### src/rtl/bcd_pkg.sv
// Shared types and constants for the digit-serial BCD adder.
package bcd_pkg;

  typedef logic [3:0] bcd_t;

  localparam bcd_t BCD_MAX  = 4'd9;
  localparam bcd_t BCD_CORR = 4'd6;

  typedef enum logic [1:0] {
    IDLE,
    RUN,
    DONE
  } state_t;

endpackage

### src/rtl/bcd_digit_add.sv
// Single-digit BCD add: binary add, then +6 correction on decimal carry.
module bcd_digit_add
  import bcd_pkg::*;
(
  input  bcd_t a,
  input  bcd_t b,
  input  logic cin,
  output bcd_t s,
  output logic cout
);

  logic [4:0] w_z;

  assign w_z  = {1'b0, a} + {1'b0, b} + {4'b0, cin};
  assign cout = w_z[4] | (w_z[3] & w_z[2]) | (w_z[3] & w_z[1]);
  // 4-bit add wraps, giving the mod-16 correction
  assign s    = cout ? (w_z[3:0] + BCD_CORR) : w_z[3:0];

endmodule

### src/rtl/bcd_serial_adder.sv
// Digit-serial N-digit BCD adder: one digit pair per clock, LSD first,
// with valid/ready handshakes on operands and result.
module bcd_serial_adder
  import bcd_pkg::*;
#(
  parameter int DIGITS = 4
) (
  input  logic                  clk,
  input  logic                  rst_n,
  input  logic                  in_valid,
  output logic                  in_ready,
  input  logic [4*DIGITS-1:0]   augend,
  input  logic [4*DIGITS-1:0]   addend,
  input  logic                  carry_in,
  output logic                  out_valid,
  input  logic                  out_ready,
  output logic [4*DIGITS-1:0]   sum,
  output logic                  carry_out,
  output logic                  digit_err
);

  localparam int W  = 4 * DIGITS;
  localparam int CW = (DIGITS > 1) ? $clog2(DIGITS) : 1;
  localparam logic [CW-1:0] LAST = CW'(DIGITS - 1);

  state_t          r_state;
  state_t          w_next;
  logic [W-1:0]    r_a;
  logic [W-1:0]    r_b;
  logic [W-1:0]    r_sum;
  logic [W-1:0]    w_shift;
  logic [CW-1:0]   r_cnt;
  logic            r_carry;
  logic            r_cout;
  logic            r_err;
  logic            w_err;
  logic            w_accept;
  logic            w_last;
  bcd_t            w_s;
  logic            w_dc;

  bcd_digit_add u_dig (
    .a    (r_a[3:0]),
    .b    (r_b[3:0]),
    .cin  (r_carry),
    .s    (w_s),
    .cout (w_dc)
  );

  assign in_ready  = (r_state == IDLE);
  assign out_valid = (r_state == DONE);
  assign sum       = r_sum;
  assign carry_out = r_cout;
  assign digit_err = r_err;
  assign w_accept  = in_valid && in_ready;
  assign w_last    = (r_cnt == LAST);

  always_comb begin
    w_err = 1'b0;
    for (int k = 0; k < DIGITS; k++) begin
      if (augend[4*k +: 4] > BCD_MAX) w_err = 1'b1;
      if (addend[4*k +: 4] > BCD_MAX) w_err = 1'b1;
    end
  end

  // New digit enters at the top; after DIGITS shifts digit k sits at 4k
  always_comb begin
    w_shift          = r_sum >> 4;
    w_shift[W-1 -: 4] = w_s;
  end

  always_comb begin
    w_next = r_state;
    unique case (r_state)
      IDLE:    if (w_accept) w_next = RUN;
      RUN:     if (w_last) w_next = DONE;
      DONE:    if (out_ready) w_next = IDLE;
      default: w_next = IDLE;
    endcase
  end

  always_ff @(posedge clk or negedge rst_n) begin
    if (!rst_n) r_state <= IDLE;
    else        r_state <= w_next;
  end

  always_ff @(posedge clk or negedge rst_n) begin
    if (!rst_n) begin
      r_a     <= '0;
      r_b     <= '0;
      r_sum   <= '0;
      r_cnt   <= '0;
      r_carry <= 1'b0;
      r_cout  <= 1'b0;
      r_err   <= 1'b0;
    end else if (r_state == IDLE) begin
      if (w_accept) begin
        r_a     <= augend;
        r_b     <= addend;
        r_carry <= carry_in;
        r_sum   <= '0;
        r_cnt   <= '0;
        r_cout  <= 1'b0;
        r_err   <= w_err;
      end
    end else if (r_state == RUN) begin
      r_sum   <= w_shift;
      r_a     <= r_a >> 4;
      r_b     <= r_b >> 4;
      r_carry <= w_dc;
      r_cnt   <= r_cnt + CW'(1);
      if (w_last) r_cout <= w_dc;
    end
  end

endmodule
### config.mk
export PLATFORM = sky130hd
export DESIGN_NAME = bcd_serial_adder
export DESIGN_NICKNAME = d
export VERILOG_FILES = /design/src/rtl/bcd_pkg.sv /design/src/rtl/bcd_digit_add.sv /design/src/rtl/bcd_serial_adder.sv
export SDC_FILE = /design/constraint.sdc
export NUM_CORES = 1
export LEC_CHECK = 0
export ABC_AREA = 1
export BUFFER_PORTS_ARGS = -buffer_cell sky130_fd_sc_hd__buf_2
export CORE_ASPECT_RATIO = 2
export CORE_MARGIN = 2
export CORE_UTILIZATION = 49
export DETAILED_ROUTE_END_ITERATION = 12
export PLACE_DENSITY_LB_ADDON = 0.25
export SLEW_MARGIN = 20
export SYNTH_ARGS = -nofsm -noshare
export SYNTH_HDL_FRONTEND = slang
export SYNTH_SLANG_ARGS = --single-unit
### constraint.sdc
create_clock -name clk -period 1.8 [get_ports clk]
set_input_delay 0.18 -clock clk [delete_from_list [all_inputs] [get_ports clk]]
set_output_delay 0.18 -clock clk [all_outputs]
set_load 0.03 [all_outputs]
After elaboration in Yosys (flattened, before gate mapping)
Index checks and enable logic that the tools add are counted.
{"block": "totals", "out_inout_bits": 20, "ff_bits": 55, "romBits": 0, "latchBits": 0, "wordCells": 70, "ram_bits": 0, "memories": 0, "inputBits": 37}
{"block": "op_classes", "add_sub_neg": 4, "div": 0, "n_bitwise": 4, "mul": 0, "eq_ne": 6, "shifts": 0, "mux": 32, "n_reduce_logical": 8, "order_cmp": 8}
{"cell": "16-bit 2-to-1 mux", "n": 9}
{"cell": "4-bit greater-than comparator (second input constant)", "n": 8}
{"cell": "1-bit 2-to-1 mux", "n": 15}
{"cell": "2-bit 2-to-1 mux", "n": 6}
{"cell": "2-bit case mux with 3 select lines", "n": 1}
{"cell": "3-bit AND reduction", "n": 2}
{"cell": "4-bit by 4-bit adder with 5-bit output", "n": 1}
{"cell": "5-bit by 1-bit adder with 5-bit output", "n": 1}
{"cell": "4-bit by 3-bit adder with 4-bit output (second input constant)", "n": 1}
{"cell": "2-bit equality test (second input constant)", "n": 2}
{"cell": "4-bit 2-to-1 mux", "n": 1}
{"cell": "2-bit by 1-bit inequality test with 1-bit output (second input constant)", "n": 2}
{"cell": "2-bit AND reduction", "n": 2}
{"cell": "2-bit nonzero test", "n": 2}
{"cell": "2-bit by 1-bit adder with 2-bit output (second input constant)", "n": 1}
{"cell": "1-bit AND", "n": 2}
{"cell": "2-bit by 1-bit equality test with 1-bit output (second input constant)", "n": 1}
{"cell": "2-bit logical NOT", "n": 1}
{"cell": "2-bit inequality test (second input constant)", "n": 1}
{"cell": "1-bit OR", "n": 2}
{"cell": "1-bit logical AND", "n": 1}

Logic depth before layout (Yosys ltp)
Gate-level depths: netlist (run 1).
{"block": "depth", "ltp_word": 9, "ltp_mapped": 12, "mapped_depth_nobuf": 12}

By module
From an unflattened synthesis (run 1), not the netlist that was laid out.
{"block": "unflattened", "hier_cells": 315, "hier_area_um2": 2748.9}
{"module": "bcd_serial_adder", "n_inst": 1, "cells_each": 269, "seq_area_each_um2": 1376.3, "area_per_inst_um2": 2442.3}
{"module": "bcd_digit_add", "n_inst": 1, "cells_each": 46, "seq_area_each_um2": 0.0, "area_per_inst_um2": 306.5}

Worst setup path after synthesis (run 1)
OpenSTA, ideal clock, no wires.
{"block": "synth_path", "path_type": "register -> register", "start": "register r_a[0]", "end": "register r_sum[15] (netlist: sum[15])", "t_arrival_ns": 1.884, "period_less_slack_ns": 1.950, "n_path_buf": 0, "required_time_ns": 1.735, "stages_incl_launch_ff": 10, "setup_time_ns": 0.065, "slack_ns": -0.150, "cell_sequence": "dfrtp_1 fa_1 inv_1 fa_1 ha_1 o21ai_0 nand2_1 inv_1 nand2_1 nand2_1"}
{"block": "synth_between", "elab_chain_cells": 8, "word_cells_on_any_way": 10, "cone_classes": "add/sub: 3; mux: 3; bitwise: 4"}
{"element": "start: declaration", "line_no": "bcd_serial_adder.sv:28", "text": "logic [W-1:0] r_a;"}
{"element": "start signal: assignment", "line_no": "bcd_serial_adder.sv:98", "text": "r_a <= augend;"}
{"element": "start signal: assignment", "line_no": "bcd_serial_adder.sv:108", "text": "r_a <= r_a >> 4;"}
{"element": "4-bit by 4-bit adder with 5-bit output (*)", "line_no": "bcd_digit_add.sv:14", "text": "assign w_z = {1'b0, a} + {1'b0, b} + {4'b0, cin};"}
{"element": "5-bit by 1-bit adder with 5-bit output (*)", "line_no": "bcd_digit_add.sv:14"}
{"element": "branches (longest 3 deep; another with 4-bit by 3-bit adder with 4-bit output)"}
{"element": "4-bit 2-to-1 mux (*)", "line_no": "bcd_digit_add.sv:17", "text": "assign s = cout ? (w_z[3:0] + BCD_CORR) : w_z[3:0];"}
{"element": "16-bit 2-to-1 mux (*)", "line_no": "bcd_serial_adder.sv:106", "text": "end else if (r_state == RUN) begin"}
{"element": "16-bit 2-to-1 mux (*)", "line_no": "bcd_serial_adder.sv:96", "text": "end else if (r_state == IDLE) begin"}
{"element": "end signal: assignment", "line_no": "bcd_serial_adder.sv:107", "text": "r_sum <= w_shift;"}
{"element": "end: declaration", "line_no": "bcd_serial_adder.sv:30", "text": "logic [W-1:0] r_sum;"}
Mark *: on every way between the ends. The select of a mux whose other input is x is not followed.
A chain may end at the register's enable or synchronous reset.

Worst setup path after layout (run 1)
{"block": "layout_path", "start": "register r_a[0]", "end": "register r_sum[14] (netlist: sum[14])"}
Same word-level chain as after synthesis.

==> results of run 1 <==
-- per-stage QoR --
step	power (mW)	setup TNS [ns]	std cells	worst slack (ns)
global placement	6.27	-0.377	422	-0.0830
detailed placement	6.39	-0.581	422	-0.132
global route	8.23	-0.951	432	-0.209
CTS	7.26	-0.584	431	-0.128
finish	7.48	-0.532	432	-0.119
floorplan	5.32	-0.181	308	-0.0500
-- report_power, final --
part | switching (mW) | internal, mW
registers | 0.264 | 1.82
clock network | 0.426 | 0.415
logic | 2.79 | 1.76
total | 3.48 | 4.00
-- final cells by class --
type | count | area, µm² | share of cell area
well taps | 60 | 75.1 | 0.0229
repair buffers | 70 | 425 | 0.130
inverters | 55 | 211 | 0.0645
flip-flops and latches | 55 | 1380 | 0.420
clock buffers | 5 | 68.8 | 0.0210
clock inverters | 3 | 43.8 | 0.0134
multi-input cells | 184 | 1080 | 0.329
-- routing by layer --
layer,vias up,global-route usage
met5,-,0
met4,0,0.0969
met3,13,0.0356
met2,55,0.398
met1,1037,0.223
li1,1127,-
-- worst paths after layout --
path,end,slack [ns]
worst max register to register,sum[14],-0.12
worst min-delay path,r_state[1],0.03
min in group asynchronous,r_b[1],0.35
max in group asynchronous,r_state[0],0.90
worst max-delay path,sum[14],-0.12
worst min register to register,sum[1],0.49
-- cells in the mapped netlist, types with 3 or more instances --
library cell   n  area (µm²)
ha_1           5        62.6
nand2_1       67         251
inv_1         52         195
o21ai_0       36         180
o22ai_1        8        50.1
nor2_1         3        11.3
clkbuf_1       3        11.3
o21ai_1       17        85.1
o211ai_1      19         143
buf_2          6        30.0
dfrtp_1       55        1380
nand3_1       11        55.1
buf_6          5        56.3
a21oi_1        4        20.0
-- logic make-up after synthesis --
family	synth area share
AO/OA/AOI/OAI	0.192
AND/OR/NAND/NOR	0.144
buffers and inverters	0.115
flip-flops	0.511
adder cells (fa/ha/maj)	0.0381
-- worst max-delay path, delay by kind of cell (launching register included) --
kind / cells / cell delay, ns
adder cells (fa/ha/maj): 2 / 0.89
buffers and inverters: 1 / 0.07
flip-flops: 1 / 0.42
AND/OR/NAND/NOR: 6 / 0.46
-- flip-flops by register name (all words and copies together), names as in the netlist --
signal / count
r_cnt: 2
sum: 16
carry_out: 1
r_state: 2
r_carry: 1
r_a: 16
r_b: 16
digit_err: 1
-- timing repair --
action                     in CTS  in global routing
hold endpoints to repair       20                  0
gates resized for setup         0                 11
pin swaps                       3                  8
setup endpoints to repair       5                  5
buffers inserted                0                  1
hold buffers                    1                  0
==> results.toml, run 1 <==
[global_routing]
grt_max_degree = 37
grt_usage = 0.212
antenna_found_initial = 0
grt_pass1_vias = 2255
grt_pass1_wl_mm = 9.94
grt-ovfl-total = 0

[run]
maxCapViolCount = 0

[min_path]
hold_class = "input pin to flop"
hold_path_depth = 2
hp-start = "out_ready"

[worst_setup_path]
end_kind = "flop"
worstPathArrival_ns = 2.14
reg2reg_depth = 9
critPathMaxStageDelay_ns = 0.48
startpoint = "r_a[0]"
crit_path_cell_trace = "fa_2, inv_2, fa_2, nand2_2, nand3_4, nand2_4, nand2_2, nand3_2, nand2_1"
start_kind = "flop"
slowest_stage = "fa_2"
path_max_fanout = 3
worst-setup-path-type = "flop to flop"
crit-reg2reg-launch = "r_a[0]"
required_ns = 2.02

[detailed_routing]
top_layer = "met4"
vias = 2232
dr_wl_met3_um = 202
drtIter0Drc = 76
m1WireLength_mm = 2.19
drt_first_pass_iters = 4
avgRoutedWirePerCell_um = 13.6
antenna_left = 0
vias_per_cell = 5.17
routed_wl_mm = 5.87
wl_met2_mm = 3.31
drc = 0

[yosys]
yosysSeqAreaShare = 0.511
yosys_most_used_dff = "dfrtp_1"
syn-num-nets = 352
synth_async_sr_flop_share = 1.00
syn_area_um2 = 2690
yosysUniqueCellTypes = 27
synth_edf_count = 0
synth-seq-cells = 55
syn_area_per_cell_um2 = 8.75
synth_warnings = 0
syn_inst = 308

[floorplanning]
die_w_um = 56.4
dieArea_um2 = 6140
die_y_um = 109
num_rows = 38
core_um2 = 5370
pin_count = 57
initial_core_util = 0.501

[clock_tree]
root_buffer = "clkbuf_8"
clk_path_buf_depth = 2
clkTransAtPathRegs_ns = 0.10
insertion_delay_ns = 0.32
htree_levels = 2
cts_made_buffers = 5
clock_sinks = 55
cts_tree = "built"

[layout]
final_core_util = 0.610
stdcell_area_um2 = 3280
antenna_cells = 0
fill_cells = 506
syn_to_final_growth_pct = 21.7
finalNetCount = 415
drive_gt1_frac = 0.266
layout_commonest_cell = "nand2_1"
layout_common_cells = "nand2_1, buf_2, dfrtp_1, inv_1, o21ai_0"

[sta]
max_slew.worst_pin.slew_ns = 0.499
whs_ns = 0.0283
fin_crit_sh = 1.07
period_minus_slack_ns = 1.92
fin_skew_ns = 0.00392
hold_viol_final = 0
rsz0062_at_grt = "true"
worst_slack_ns = -0.119
finalSetupViolCount = 5
relSlewSlack = 0.668
fmax_mhz = 521
maxSlewViolCount = 0

[power]
powerDensity_nw_per_um2 = 2280
leakagePower_nw = 1.69
ir_worst_vdd_v = 0.00141

[place]
gp_congestion = 0.819
hpwl_mm = 4.40
placed_area_um2 = 3110
port_buffers = 56

[outcome]
failed_checks = "negative setup slack"
status = "finished, violations left"
No activity file was read; power rests on OpenSTA's default activity.
==> run 2, diff against run 1 <==
SKIP_LAST_GASP = 1   (was not set)
==> run 2 against run 1 <==
Against the previous run: the flow still finishes with violations (negative setup slack); non-clock buffer count did not move; worst setup slack unchanged; utilization stayed put; hold slack did not move; power shrank 0.18%; sequential power hardly changed; sequential share of layout area unchanged; first-iteration DRC count is the same; cell area unchanged; die area is the same.
==> results.toml, run 2 (same netlist as run 1, synthesis figures left out) <==
[outcome]
status = "finished, violations left"
failed_checks = "negative setup slack"

[worst_setup_path]
worstPathArrival_ns = 2.14
path_max_fanout = 3
required_ns = 2.02
start_kind = "flop"
end_kind = "flop"
worst-setup-path-type = "flop to flop"

[detailed_routing]
vias = 2232
drtIter0Drc = 76
vias_per_cell = 5.17
antenna_left = 0
routed_wl_mm = 5.87
drc = 0
avgRoutedWirePerCell_um = 13.6
drt_first_pass_iters = 4

[place]
place_inst = 422
port_buffers = 56
hpwl_mm = 4.40
place_ws_ns = -0.132
placed_area_um2 = 3110
gp_congestion = 0.819

[sta]
hold_viol_final = 0
rsz0062_at_grt = "true"
max_slew.worst_pin.slew_ns = 0.499
worst_slack_ns = -0.119
fmax_mhz = 521
maxSlewViolCount = 0
period_minus_slack_ns = 1.92
fin_crit_sh = 1.07
relSlewSlack = 0.668
finalSetupViolCount = 5
setup-tns-final_ns = -0.527
fin_skew_ns = 0.00392

[clock_tree]
htree_levels = 2
clkTransAtPathRegs_ns = 0.10
clock_sinks = 55
cts_made_buffers = 5
root_buffer = "clkbuf_8"
cts_tree = "built"
clk_path_buf_depth = 2
insertion_delay_ns = 0.32

[floorplanning]
dieArea_um2 = 6140
die_w_um = 56.4
num_rows = 38
initial_core_util = 0.501
die_y_um = 109
core_um2 = 5370
pin_count = 57

[layout]
syn_to_final_growth_pct = 21.7
multi_input_area_um2 = 1080
seqCellArea_um2 = 1380
finalNetCount = 415
stdcell_area_um2 = 3280
fill_cells = 506
layout_common_cells = "nand2_1, buf_2, dfrtp_1, inv_1, o21ai_0"
drive_gt1_frac = 0.263
final_core_util = 0.610
antenna_cells = 0
layout_commonest_cell = "nand2_1"
instances_no_fill = 432

[global_routing]
grt_max_degree = 37
grt_pass1_wl_mm = 9.94
grt_usage = 0.212
grt_pass1_vias = 2255
antenna_found_initial = 0
grt-ovfl-total = 0

[min_path]
hold_class = "input pin to flop"

[power]
leakagePower_nw = 1.69
ir_worst_vdd_v = 0.00138
powerDensity_nw_per_um2 = 2280

[run]
maxCapViolCount = 0
[run 2: repair_timing]
item / 4_1_cts / 5_1_grt
gates resized for setup: 0 / 10
buffers inserted: 0 / 1
pin swaps: 3 / 8
endpoints found under the setup margin: 5 / 5
hold buffers: 1 / 0
hold endpoints to repair: 20 / 0
[run 2: critical path, cell delays in order, from the launching register on]
cell and delay (ns):
dfrtp_1 0.42, fa_2 0.41, inv_2 0.07, fa_2 0.48, nand2_2 0.12, nand3_4 0.09, nand2_4 0.10, nand2_2 0.05
nand3_2 0.05, nand2_1 0.05
[run 2: stage by stage]
stage               hold slack (ns)  total power [mW]
detailed placement            0.180              6.39
finish                       0.0283              7.47
global route                 0.0195              8.21
global placement              0.180              6.27
floorplan                    -0.116              5.32
CTS                          0.0230              7.26
[run 2: per-layer routing]
metal | vias to the layer above | GRT usage | routed length [µm]
li1 | 1127 | - | -
met1 | 1037 | 0.223 | 2190
met2 | 55 | 0.398 | 3310
met3 | 13 | 0.0356 | 202
met4 | 0 | 0.0969 | 167
met5 | - | 0 | 0
[run 2: power by group]
group          internal (mW)  total [mW]  switching, mW  leakage, nW
registers               1.82        2.09          0.264        0.688
logic                   1.76        4.54           2.79        0.942
clock network          0.415       0.841          0.426       0.0581
[run 2: worst paths after layout]
check | cells after the start | from | slack [ns] | end
max in group asynchronous | 3 | rst_n | 0.90 | r_state[0]
min in group asynchronous | 2 | rst_n | 0.35 | r_b[1]
worst min-delay path | 2 | out_ready | 0.03 | r_state[1]
worst max-delay path | 9 | r_a[0] | -0.12 | sum[14]
worst min register to register | 2 | sum[1] | 0.49 | sum[1]
worst max register to register | 9 | r_a[0] | -0.12 | sum[14]
[run 2: cell type report]
| cell class | count | area share |
|---|---|---|
| inverter | 55 | 0.0645 |
| tap | 60 | 0.0229 |
| sequential | 55 | 0.420 |
| timing repair buffer | 70 | 0.130 |
| multi-input combinational | 184 | 0.329 |
| clock buffer | 5 | 0.0210 |
| clock inverter | 3 | 0.0134 |
